**config.mk**
```make
export PLATFORM = sky130hd
export DESIGN_NAME = hamming_secded_rx_flat
export DESIGN_NICKNAME = d
export VERILOG_FILES = /design/src/rtl/hamming_pkg.sv /design/src/rtl/hamming_secded_rx_if.sv /design/src/rtl/hamming_syndrome_acc.sv /design/src/rtl/hamming_secded_rx.sv /design/src/flat_wrapper.sv
export SDC_FILE = /design/constraint.sdc
export NUM_CORES = 1
export LEC_CHECK = 0
export CORE_ASPECT_RATIO = 0.8
export CORE_MARGIN = 4
export CORE_UTILIZATION = 29
export DETAILED_ROUTE_END_ITERATION = 8
export PLACE_DENSITY = 0.56
export SLEW_MARGIN = 0
export SYNTH_ARGS = -nofsm -noshare
export SYNTH_HDL_FRONTEND = slang
export SYNTH_SLANG_ARGS = --single-unit
```
**constraint.sdc**
```tcl
create_clock -name clk -period 2.2 [get_ports clk]
set_input_delay 0.44 -clock clk [delete_from_list [all_inputs] [get_ports clk]]
set_output_delay 0.44 -clock clk [all_outputs]
set_load 0.005 [all_outputs]
```
**src/rtl/hamming_pkg.sv**
```systemverilog
`default_nettype none
// ============================================================================
// Module  : hamming_pkg
// Brief   : Shared types and position helpers for the serial SECDED decoder.
// Revision: 1.0
// ============================================================================
package hamming_pkg;

  typedef enum logic [1:0] {
    RECV  = 2'd0,
    CHECK = 2'd1,
    SEND  = 2'd2
  } state_t;

  function automatic int N_OF(input int r);
    return 1 << r;
  endfunction

  function automatic int K_OF(input int r);
    return (1 << r) - r - 1;
  endfunction

  function automatic logic is_pow2(input int pos);
    return (pos != 0) && ((pos & (pos - 1)) == 0);
  endfunction

  // Powers of two are never adjacent above 2, so skipping one is enough.
  function automatic int next_data_pos(input int pos);
    return is_pow2(pos + 1) ? pos + 2 : pos + 1;
  endfunction

endpackage
`default_nettype wire

```
**src/rtl/hamming_secded_rx_if.sv**
```systemverilog
`default_nettype none
// ============================================================================
// Module  : hamming_secded_rx_if
// Brief   : Codeword input, data output and status bundle of the decoder.
// Revision: 1.0
// ============================================================================
interface hamming_secded_rx_if #(
  parameter int R = 4
) ();
  logic         in_valid;
  logic         in_bit;
  logic         in_ready;
  logic         out_valid;
  logic         out_bit;
  logic         out_ready;
  logic         blk_done;
  logic         err_corr;
  logic         err_double;
  logic [R-1:0] err_pos;

  modport master (
    output in_valid, in_bit, out_ready,
    input  in_ready, out_valid, out_bit, blk_done, err_corr, err_double, err_pos
  );

  modport slave (
    input  in_valid, in_bit, out_ready,
    output in_ready, out_valid, out_bit, blk_done, err_corr, err_double, err_pos
  );
endinterface
`default_nettype wire

```
**src/rtl/hamming_syndrome_acc.sv**
```systemverilog
`default_nettype none
// ============================================================================
// Module  : hamming_syndrome_acc
// Brief   : Position counter with running syndrome and overall parity.
// Revision: 1.0
// ============================================================================
module hamming_syndrome_acc #(
  parameter int R = 4
) (
  input  wire logic         clk,
  input  wire logic         rst,
  input  wire logic         i_en,
  input  wire logic         i_clr,
  input  wire logic         i_bit,
  output logic [R-1:0]      o_cnt,
  output logic [R-1:0]      o_syn,
  output logic              o_par,
  output logic              o_last
);

  logic [R-1:0] r_cnt;
  logic [R-1:0] r_syn;
  logic         r_par;

  // The counter wraps to zero naturally after position N-1.
  always_ff @(posedge clk or posedge rst) begin
    if (rst) begin
      r_cnt <= '0;
      r_syn <= '0;
      r_par <= 1'b0;
    end else if (i_clr) begin
      r_syn <= '0;
      r_par <= 1'b0;
    end else if (i_en) begin
      r_cnt <= r_cnt + 1'b1;
      if (i_bit) begin
        r_syn <= r_syn ^ r_cnt;
        r_par <= ~r_par;
      end
    end
  end

  assign o_cnt  = r_cnt;
  assign o_syn  = r_syn;
  assign o_par  = r_par;
  assign o_last = i_en & (&r_cnt);

endmodule
`default_nettype wire

```
**src/rtl/hamming_secded_rx.sv**
```systemverilog
`default_nettype none
// ============================================================================
// Module  : hamming_secded_rx
// Brief   : Serial extended-Hamming block decoder with serial data output.
// Revision: 1.0
// ============================================================================
module hamming_secded_rx
  import hamming_pkg::*;
#(
  parameter int R       = 4,
  parameter bit CORRECT = 1'b1
) (
  input  wire logic          clk,
  input  wire logic          rst,
  hamming_secded_rx_if.slave bus
);

  localparam int c_n = N_OF(R);

  state_t       r_state;
  state_t       w_next;
  logic [c_n-1:0] r_buf;
  logic [R-1:0] r_dpos;
  logic         r_blk_done;
  logic         r_err_corr;
  logic         r_err_double;
  logic [R-1:0] r_err_pos;

  logic         w_in_ready;
  logic         w_out_valid;
  logic         w_accept;
  logic         w_hs;
  logic         w_last_hs;
  logic [R-1:0] w_cnt;
  logic [R-1:0] w_syn;
  logic         w_par;
  logic         w_last;

  assign w_accept  = (r_state == RECV) & bus.in_valid;
  assign w_hs      = (r_state == SEND) & bus.out_ready;
  assign w_last_hs = w_hs & (r_dpos == R'(c_n - 1));

  hamming_syndrome_acc #(.R(R)) u_acc (
    .clk    (clk),
    .rst    (rst),
    .i_en   (w_accept),
    .i_clr  (r_state == CHECK),
    .i_bit  (bus.in_bit),
    .o_cnt  (w_cnt),
    .o_syn  (w_syn),
    .o_par  (w_par),
    .o_last (w_last)
  );

  always_ff @(posedge clk or posedge rst) begin
    if (rst) r_state <= RECV;
    else     r_state <= w_next;
  end

  always_comb begin
    w_next      = r_state;
    w_in_ready  = 1'b0;
    w_out_valid = 1'b0;
    case (r_state)
      RECV: begin
        w_in_ready = 1'b1;
        if (w_last) w_next = CHECK;
      end
      CHECK: w_next = SEND;
      SEND: begin
        w_out_valid = 1'b1;
        if (w_last_hs) w_next = RECV;
      end
      default: w_next = RECV;
    endcase
  end

  always_ff @(posedge clk or posedge rst) begin
    if (rst) begin
      r_buf        <= '0;
      r_dpos       <= R'(3);
      r_blk_done   <= 1'b0;
      r_err_corr   <= 1'b0;
      r_err_double <= 1'b0;
      r_err_pos    <= '0;
    end else begin
      r_blk_done <= w_last_hs;
      if (w_accept) r_buf[w_cnt] <= bus.in_bit;
      if (r_state == CHECK) begin
        // Odd parity means one flip; the syndrome names it (0 = overall parity bit).
        if (w_par) begin
          r_err_corr   <= 1'b1;
          r_err_double <= 1'b0;
          r_err_pos    <= w_syn;
          if (CORRECT) r_buf[w_syn] <= ~r_buf[w_syn];
        end else if (w_syn != '0) begin
          r_err_corr   <= 1'b0;
          r_err_double <= 1'b1;
          r_err_pos    <= '0;
        end else begin
          r_err_corr   <= 1'b0;
          r_err_double <= 1'b0;
          r_err_pos    <= '0;
        end
      end
      if (w_hs) r_dpos <= w_last_hs ? R'(3) : R'(next_data_pos(int'(r_dpos)));
    end
  end

  assign bus.in_ready   = w_in_ready;
  assign bus.out_valid  = w_out_valid;
  assign bus.out_bit    = (r_state == SEND) ? r_buf[r_dpos] : 1'b0;
  assign bus.blk_done   = r_blk_done;
  assign bus.err_corr   = r_err_corr;
  assign bus.err_double = r_err_double;
  assign bus.err_pos    = r_err_pos;

endmodule
`default_nettype wire

```
**src/flat_wrapper.sv**
```systemverilog
// flat-port wrapper written by rule: the top's interface ports become plain ports
module hamming_secded_rx_flat import hamming_pkg::*;
#(
  parameter int R       = 4,
  parameter bit CORRECT = 1'b1
)
  (clk, rst, bus_in_valid, bus_in_bit, bus_out_ready, bus_in_ready, bus_out_valid, bus_out_bit, bus_blk_done, bus_err_corr, bus_err_double, bus_err_pos);
  hamming_secded_rx_if #(.R(R)) bus_i ();
  input  wire logic clk;
  input  wire logic rst;
  input wire logic [$bits(bus_i.in_valid)-1:0] bus_in_valid;
  input wire logic [$bits(bus_i.in_bit)-1:0] bus_in_bit;
  input wire logic [$bits(bus_i.out_ready)-1:0] bus_out_ready;
  output wire logic [$bits(bus_i.in_ready)-1:0] bus_in_ready;
  output wire logic [$bits(bus_i.out_valid)-1:0] bus_out_valid;
  output wire logic [$bits(bus_i.out_bit)-1:0] bus_out_bit;
  output wire logic [$bits(bus_i.blk_done)-1:0] bus_blk_done;
  output wire logic [$bits(bus_i.err_corr)-1:0] bus_err_corr;
  output wire logic [$bits(bus_i.err_double)-1:0] bus_err_double;
  output wire logic [$bits(bus_i.err_pos)-1:0] bus_err_pos;
  assign bus_i.in_valid = bus_in_valid;
  assign bus_i.in_bit = bus_in_bit;
  assign bus_i.out_ready = bus_out_ready;
  assign bus_in_ready = bus_i.in_ready;
  assign bus_out_valid = bus_i.out_valid;
  assign bus_out_bit = bus_i.out_bit;
  assign bus_blk_done = bus_i.blk_done;
  assign bus_err_corr = bus_i.err_corr;
  assign bus_err_double = bus_i.err_double;
  assign bus_err_pos = bus_i.err_pos;
  hamming_secded_rx #(.R(R), .CORRECT(CORRECT)) u_core (.clk(clk), .rst(rst), .bus(bus_i));
endmodule
```
==> reports/metrics.yaml, run 1 <==
fillers: 838
crit_arrival_ps: 1850
io_pins: 15
p_total_mw: 4.15
slew_headroom_pct: 67.0
row_count: 29
syn_area_um2: 2430
synth_top_area_cell: "dfrtp_1"
r2r-start: "u_core.r_dpos[0]"
setup-violations-final: 1
drc_errors: 0
drt-vias-per-instance: 5.06
vdd_drop_max_uv: 547
ant_nets: 0
synth_area_leaders: "dfrtp_1 (37%), mux2i_1 (14%), mux4_2 (6.5%)"
die_height_um: 89.8
hp-start: "u_core.bus.err_pos[1]"
fmax_ghz: 0.436
cts_buffer_depth: 2
critPathMaxFanout: 5
hold_class: "flip-flop to flip-flop"
place.gp.congestion: 0.814
clk_latency_ps: 300
grt_start_max_net_pins: 39
r2r.worst_path.cells: 9
die_x_um: 110
skew_ps: 9.34
synth_area_per_cell_um2: 10.1
cp.required_ps: 1760
antenna_found_initial: 0
htree_num_levels: 2
synth_edf_count: 0
p_per_area_nw_per_um2: 1370
io_buffer_count: 14
coreArea_um2: 8060
period_needed_ps: 2290
utilization_pct: 37.5
use_met3_pct: 2.79
clock_sinks: 38
worst_setup_path_end_kind: "primary output"
hold_depth: 2
setup_slack_ps: -93.6
grt_overflow: 0
synth-async-reset-ratio_pct: 100
synthTopCellsByCount: "nand2_1 (41), dfrtp_1 (36), mux2i_1 (33), nor2_1 (15), o21ai_0 (13)"
yosysWarnings: 0
leakagePower_nw: 1.34
ys_seq_area_share_pct: 39.3
rsz0062_at_grt: "yes"
syn-num-nets: 254
num_antenna_cells: 0
pre_cts_ws_ps: -188
drv_cap: 0
cts_tree: "yes"
r2r_slack_ps: 50
synth_flop_cell: "dfrtp_1"
fin_nets: 286
grt_pass1_vias: 1842
violations: "setup timing"
drtIter0Drc: 90
totalWireLength_um: 6070
ys_ff_latch: 38
grt_use_met1_pct: 19.3
grt_usage_pct: 12.9
critical_path_class: "flip-flop to primary output"
synth_top_area_share_pct: 37.1
start_util_pct: 30.1
routedWlPerCell_um: 15.9
layout-drive-gt1-share_pct: 25.2
dieArea_um2: 9900
status: "complete, but fails checks"
use_met2_pct: 18.6
slew_viol_final: 0
period_share_pct: 104
syn2layout_area_growth_pct: 24.7
hold_viol_final: 0
grt_pass1_wl_um: 9960
busiest_layer: "met1"
r2r_end: "u_core.r_dpos[3]"
ctsRootBufferMaster: "clkbuf_8"
synth_cell_types: 48
dpl.hpwl_um: 4430
yosysMostFrequentCell: "nand2_1"
synthCells: 241
worst_pin_slew_ps: 495
dr.pass1.iters: 4
ctsHoldBuffers: 0
vias: 1932
critPathLaunchType: "flip-flop"
cts_buffers: 5
hold_path_end: "u_core.bus.err_pos[1]"
cts.clk_slew.worst_paths_ps: 80
-- report_power, final --
part / internal, mW / switching (mW) / total [mW]
Sequential: 0.966 / 0.375 / 1.34
Clock: 0.370 / 0.260 / 0.630
Combinational: 1.13 / 1.06 / 2.18
-- cells by family (layout without fill, tap and decap cells) --
group	Yosys count	count (layout)	share of synthesized area [%]
flops	38	38	39.3
fa+ha+maj	8	8	4.13
compound gates	34	34	8.82
simple gates	93	93	19.9
xor+xnor	4	4	1.44
mux	43	43	22.3
buf+inv	21	54	4.18
-- metal layers --
layer	vias to the layer above	share of wire [%]
li1	918	-
met5	-	0
met1	938	48
met3	11	6.1
met4	0	1.6
met2	65	45
-- placed cells by master, fill, tap and decap left out, types with 2 or more instances in the layout --
master,instances
buf_4,26
nand2_1,40
clkbuf_8,6
clkdlybuf4s50_1,13
mux2i_1,32
o21ai_2,2
nand3_1,7
nor3b_4,2
a21oi_1,8
o31ai_1,3
nor3_1,3
inv_1,5
nand2b_1,5
and3_1,2
nor2_1,15
mux4_2,7
xnor2_1,3
nand4_1,3
a211oi_4,2
o21ai_0,11
and2_4,2
dfstp_2,2
ha_1,5
ha_4,2
dfrtp_1,36
-- metrics by stage --
stage	setup TNS, ps	instance area (µm²)	std cells	hold WS (ps)
3_3_place_gp	-222	2800	371	449
6_report	-93.6	3020	382	463
5_1_grt	-221	3020	382	498
2_1_floorplan	0	2430	241	463
3_5_place_dp	-471	2800	371	454
4_1_cts	-157	2970	382	472
-- critical path, cell delays in order (launching register included) --
cell,delay (ps)
dfstp_2,600
mux4_2,520
mux2i_2,200
a2111oi_2,100
buf_2,150
-- sequential cells by signal, summed over array words and instances (netlist names) --
signal,flops
u_core.r_dpos,4
u_core.r_state,2
u_core.u_acc.o_par,1
u_core.bus.blk_done,1
u_core.u_acc.o_cnt,4
u_core.u_acc.o_syn,4
u_core.r_buf,16
u_core.bus.err_double,1
u_core.bus.err_corr,1
u_core.bus.err_pos,4
-- repair_timing --
action | 4_1_cts | 5_1_grt
setup endpoints to repair | 5 | 6
gates resized for setup | 13 | 10
setup buffers | 3 | 0
pin swaps | 4 | 5
endpoints found under the hold margin | 0 | 0
-- final cells by class --
| cell class | count | area, µm² | share of cell area, % |
|---|---|---|---|
| multi-input cells | 182 | 1470 | 48.5 |
| clock buffers | 7 | 86.3 | 2.85 |
| clock inverters | 1 | 30.0 | 0.993 |
| flip-flops and latches | 38 | 953 | 31.5 |
| repair buffers | 40 | 330 | 10.9 |
| inverters | 6 | 22.5 | 0.745 |
| well taps | 108 | 135 | 4.47 |
-- how the worst max path moves through the flow --
| stage | from | to | slack [ps] | cells past startpoint |
|---|---|---|---|---|
| finish | u_core.r_dpos[0] | bus_out_bit | -90 | 4 |
| global route | u_core.r_dpos[0] | bus_out_bit | -180 | 4 |
| CTS | u_core.r_dpos[0] | bus_out_bit | -110 | 4 |
| detailed placement | u_core.r_dpos[0] | bus_out_bit | -190 | 5 |
| global placement | u_core.r_dpos[0] | bus_out_bit | -160 | 5 |
| floorplan | u_core.r_dpos[1] | u_core.r_dpos[2] | 180 | 7 |
(Power assumes the default switching activity.)
==> run 2: changes to the inputs <==
Settings changed: ABC_AREA set to 1.
==> run 2 against run 1 <==
  * The run now ends clean
  * Die area rose by 2.7%
  * First-iteration DRC count rose by 120%
  * Clock skew rose by 6.7 ps
  * Total power rose by 5.8%
  * Sequential share of layout area rose by 0.12 points
  * Synthesized cell count rose by 50%
  * Core utilization fell by 0.64 points
  * Worst hold slack improved by 9.0 ps
  * Area after synthesis rose by 2.9%
  * Sequential cell count did not move
  * Setup slack improved by 210 ps
  * Critical path type is now flip-flop to flip-flop
  * Highest routed layer unchanged
==> reports/metrics.yaml, run 2 <==
status: "finished, final reports clean"
synth_area_leaders: "dfrtp_1 (36%), nand2_1 (13%), nor2_1 (8.7%)"
ys_seq_area_share_pct: 38.2
routedWlPerCell_um: 13.7
p_sw_share_pct: 46.2
critPathLaunchType: "flip-flop"
final.setup.tns_ps: 0
cts.clk_slew.worst_paths_ps: 90
rsz0062_at_grt: "no"
placed_area_um2: 2800
clk_latency_ps: 300
hp-start: "u_core.u_acc.o_par"
crit_buf_inv: 3
totalWireLength_um: 6830
grt_overflow: 0
internal_power_mw: 2.36
seq_power_share_pct: 29.8
place.gp.congestion: 0.888
critical_path.top_delay_family: "simple AND/OR/NAND/NOR gates"
cts_buffer_depth: 2
antenna_found_initial: 0
synth_top_area_share_pct: 36.1
synth_edf_count: 0
p_per_area_nw_per_um2: 1460
drc_errors: 0
vdd_drop_max_uv: 420
layout_common_cells: "nand2_1 (85), nor2_1 (58), inv_1 (43)"
ys_ff_latch: 38
start_util_pct: 30.6
hold_viol_final: 0
io_pins: 15
crit_arrival_ps: 2310
critPathMaxFanout: 7
drv_cap: 0
yosysMostFrequentCell: "nand2_1"
leakagePower_nw: 1.41
syn_area_um2: 2500
grt_start_max_net_pins: 39
synth-async-reset-ratio_pct: 100
layout-drive-gt1-share_pct: 14.1
fillers: 847
synthCells: 362
coreArea_um2: 8160
r2r.worst_path.cells: 11
largest_register_ffs: 16
ctsHoldBuffers: 0
cts_tree: "yes"
hold_class: "flip-flop to flip-flop"
cp.required_ps: 2420
row_count: 29
skew_ps: 16.0
synth_area_per_cell_um2: 6.90
p_total_mw: 4.39
r2r-start: "u_core.r_dpos[0]"
num_antenna_cells: 0
r2r_end: "u_core.r_dpos[0]"
slew_headroom_pct: 66.8
htree_num_levels: 2
syn-num-nets: 375
grt_usage_pct: 13.9
critical_path_class: "flip-flop to flip-flop"
ctsRootBufferMaster: "clkbuf_8"
period_needed_ps: 2080
syn2layout_area_growth_pct: 20.6
worst_pin_slew_ps: 498
max_stage_delay_ps: 600
cts_buffers: 5
synth_cell_types: 28
worst_setup_path_end_kind: "flip-flop"
io_buffer_count: 14
fin_nets: 402
drtIter0Drc: 195
dieArea_um2: 10200
synthTopCellsByCount: "nand2_1 (88), nor2_1 (58), inv_1 (45), dfrtp_1 (36), o21ai_0 (29)"
clockPowerShare_pct: 16.7
slowest_stage: "dfstp_2"
synth_top_area_cell: "dfrtp_1"
period_share_pct: 94.7
r2r_slack_ps: 120
grt_pass1_vias: 2250
regMostFlops: "u_core.r_buf"
die_height_um: 91
hold_path_end: "u_core.bus.err_double"
hold_depth: 1
die_x_um: 112
setup-violations-final: 0
vias: 2412
combPwrFrac_pct: 53.5
final_common_cell: "nand2_1"
fmax_ghz: 0.480
drt-vias-per-instance: 4.84
path_cells: "buf_6 > buf_6 > ha_4 > inv_1 > ha_4 > or2_2 > a21oi_4 > nand2_2 > nand2_1 > nand2_1 > nand3b_1"
design_area_um2: 3010
clock_sinks: 38
switchingPower_mw: 2.03
dpl.hpwl_um: 5100
dr.pass1.iters: 4
ant_nets: 0
yosysWarnings: 0
slew_viol_final: 0
synth_flop_cell: "dfrtp_1"
grt_pass1_wl_um: 11500
-- run 2: logic make-up (layout without fill, tap and decap cells) --
logic type	count (synthesis)	after routing	share of synthesized area (%)
fa+ha+maj	8	8	4.01
xor+xnor	3	3	1.05
compound gates	67	67	15.7
simple gates	191	191	31.9
buf+inv	55	83	9.22
flops	38	38	38.2
-- run 2: layout make-up --
cell class	instances	area (µm²)	share of cell area [%]
clock inverter	3	68.8	2.28
tap	108	135	4.49
sequential	38	953	31.6
inverter	49	186	6.19
clock buffer	5	68.8	2.28
timing repair buffer	26	233	7.72
multi-input combinational	269	1370	45.4
-- run 2: worst max-delay path by stage --
stage	from	depth (start not counted)	endpoint
after CTS	u_core.r_dpos[0]	9	bus_out_bit
after global routing	u_core.r_dpos[0]	7	bus_out_bit
after floorplan	u_core.r_dpos[1]	12	u_core.r_dpos[2]
after detailed placement	u_core.r_dpos[0]	9	bus_out_bit
final	u_core.r_dpos[0]	11	u_core.r_dpos[0]
after global placement	u_core.r_dpos[0]	9	bus_out_bit
-- run 2: metal layers --
layer	routed length (µm)	global-route usage (%)	vias to the layer above
met5	0	0	-
met4	53	2.74	0
met1	3400	21.1	1140
met2	2970	20.4	58
met3	404	2.72	4
li1	-	-	1210
-- run 2: timing repair --
| item | 4_1_cts | 5_1_grt |
|---|---|---|
| buffers inserted | 3 | 0 |
| pin swaps | 1 | 6 |
| endpoints found under the setup margin | 1 | 5 |
| gates resized for setup | 3 | 15 |
-- run 2: metrics by stage --
stage               utilization (%)  setup slack (ps)  hold slack (ps)  instances
global placement               34.3              39.0              453        487
floorplan                         -               372              432        362
finish                         36.9               116              472        498
CTS                            36.2              6.84              487        498
global route                   36.9              3.20              503        498
detailed placement             34.3              24.7              473        487
-- run 2: power groups by stage --
stage	registers (mW)	logic, mW	clock network [mW]
floorplan	1.20	1.61	0
global placement	1.31	2.12	0
detailed placement	1.32	2.15	0
CTS	1.30	2.21	0.746
global route	1.35	2.65	0.779
finish	1.31	2.35	0.735
==> run 3: changes to the inputs <==
Settings changed: CTS_CLUSTER_SIZE set to 12, REMOVE_ABC_BUFFERS set to 1.
==> run 3 against run 2 <==
  * Global-route usage fell by 0.25 points
  * Maximum frequency up 1.6%
  * Sequential power about the same
  * Clock power is 36% lower
  * Die area unchanged
  * Final area is 2.9% lower
  * Core utilization is 1.1 points lower
  * Total power down 8.2%
  * Clock skew shrank 5.6 ps
  * Largest cell class unchanged
  * Highest routed layer unchanged
==> reports/metrics.yaml, run 3 (synthesized netlist as in run 2, its figures left out) <==
cts_buffer_depth: 2
grt_pass1_vias: 2208
row_count: 29
r2r_end: "u_core.r_dpos[0]"
layout_common_cells: "nand2_1 (86), nor2_1 (58), inv_1 (43)"
utilization_pct: 35.8
critPathMaxFanout: 6
dr.pass1.iters: 6
cts_tree: "yes"
die_x_um: 112
final_common_cell: "nand2_1"
antenna_found_initial: 0
pre_cts_ws_ps: 26.2
leakagePower_nw: 1.39
totalWireLength_um: 6680
num_antenna_cells: 0
io_buffer_count: 14
vias: 2423
p_per_area_nw_per_um2: 1380
drtIter0Drc: 213
drc_errors: 0
clock_sinks: 38
hold_depth: 1
critPathLaunchType: "flip-flop"
coreArea_um2: 8160
fin_nets: 402
r2r.worst_path.cells: 10
cts_buffers: 5
ant_nets: 0
crit_arrival_ps: 1610
syn2layout_area_growth_pct: 17.1
grt_pass1_wl_um: 11300
hold_path_end: "u_core.bus.err_double"
vdd_drop_max_uv: 432
r2r_slack_ps: 160
drv_cap: 0
grt_overflow: 0
skew_ps: 10.4
worst_setup_path_end_kind: "primary output"
setup-violations-final: 0
io_pins: 15
hp-start: "u_core.u_acc.o_par"
p_total_mw: 4.03
worstSetupStartpoint: "u_core.r_dpos[0]"
die_height_um: 91
design_area_um2: 2920
grt_start_max_net_pins: 39
placed_area_um2: 2800
layout-drive-gt1-share_pct: 13.1
slew_headroom_pct: 66.8
regMostFlops: "u_core.r_buf"
slew_viol_final: 0
dieArea_um2: 10200
rsz0062_at_grt: "yes"
drt-vias-per-instance: 4.88
dpl.hpwl_um: 5100
critical_path_class: "flip-flop to primary output"
htree_num_levels: 2
setup_slack_ps: 149
start_util_pct: 30.6
status: "finished, final reports clean"
cts.clk_slew.worst_paths_ps: 80
clk_latency_ps: 300
place.gp.congestion: 0.902
period_needed_ps: 2050
fmax_ghz: 0.488
routedWlPerCell_um: 13.4
hold_viol_final: 0
ctsRootBufferMaster: "clkbuf_8"
hold_class: "flip-flop to flip-flop"
r2r-start: "u_core.r_dpos[1]"
worst_pin_slew_ps: 497
period_share_pct: 93.2
grt_usage_pct: 13.6
cp.required_ps: 1760
largest_register_ffs: 16
run 3: changes by cell type in the layout (fill, tap and decap cells not counted), sizes merged:
| cell | previous run | this run |
|---|---|---|
| clkinv | 1 | 2 |
| bufinv | 2 | 0 |
run 3: layer usage:
metal  wire length (µm)  GRT usage (%)  part of all wire (%)
met1               3340           21.2                    50
met2               2780           19.1                    42
met3                494           2.79                   7.4
met4                 63           3.04                  0.94
met5                  0              0                     0
run 3: report_power, final:
part | internal, mW | total, mW | switching (mW)
Combinational | 0.873 | 2.27 | 1.40
Sequential | 1.00 | 1.30 | 0.295
Clock | 0.213 | 0.467 | 0.254
run 3: area by class of cell:
type,instances,area (µm²)
clock inverters,2,10.0
well taps,108,135
repair buffers,26,233
clock buffers,5,68.8
flip-flops and latches,38,953
multi-input cells,269,1340
fillers,875,5240
inverters,49,186
run 3: through the flow:
stage / TNS (ps) / std cells / hold WS [ps]
4_1_cts: 0 / 497 / 454
3_3_place_gp: 0 / 487 / 442
2_1_floorplan: 0 / 356 / 432
5_1_grt: -29.7 / 497 / 479
3_5_place_dp: 0 / 487 / 451
6_report: 0 / 497 / 454
run 3: worst max path at each step:
stage | depth (start not counted) | slack [ps] | to
finish | 8 | 150 | bus_out_bit
global route | 12 | -30 | u_core.r_dpos[0]
CTS | 9 | 20 | bus_out_bit
detailed placement | 9 | 30 | bus_out_bit
global placement | 9 | 40 | bus_out_bit
floorplan | 12 | 270 | u_core.r_dpos[2]
run 3: timing repair:
item,4_1_cts,5_1_grt
setup buffers,3,0
hold buffers,0,0
pin swaps,1,2
endpoints found under the setup margin,1,5
gates resized for setup,6,10
run 3: worst max-delay path, stage by stage (launching register included):
cell and delay [ps]:
dfstp_2 600, buf_6 130, o21ai_0 100, nand2_1 90, nand2_1 50, nand2_1 50
inv_1 40, a21oi_2 140, clkbuf_2 130
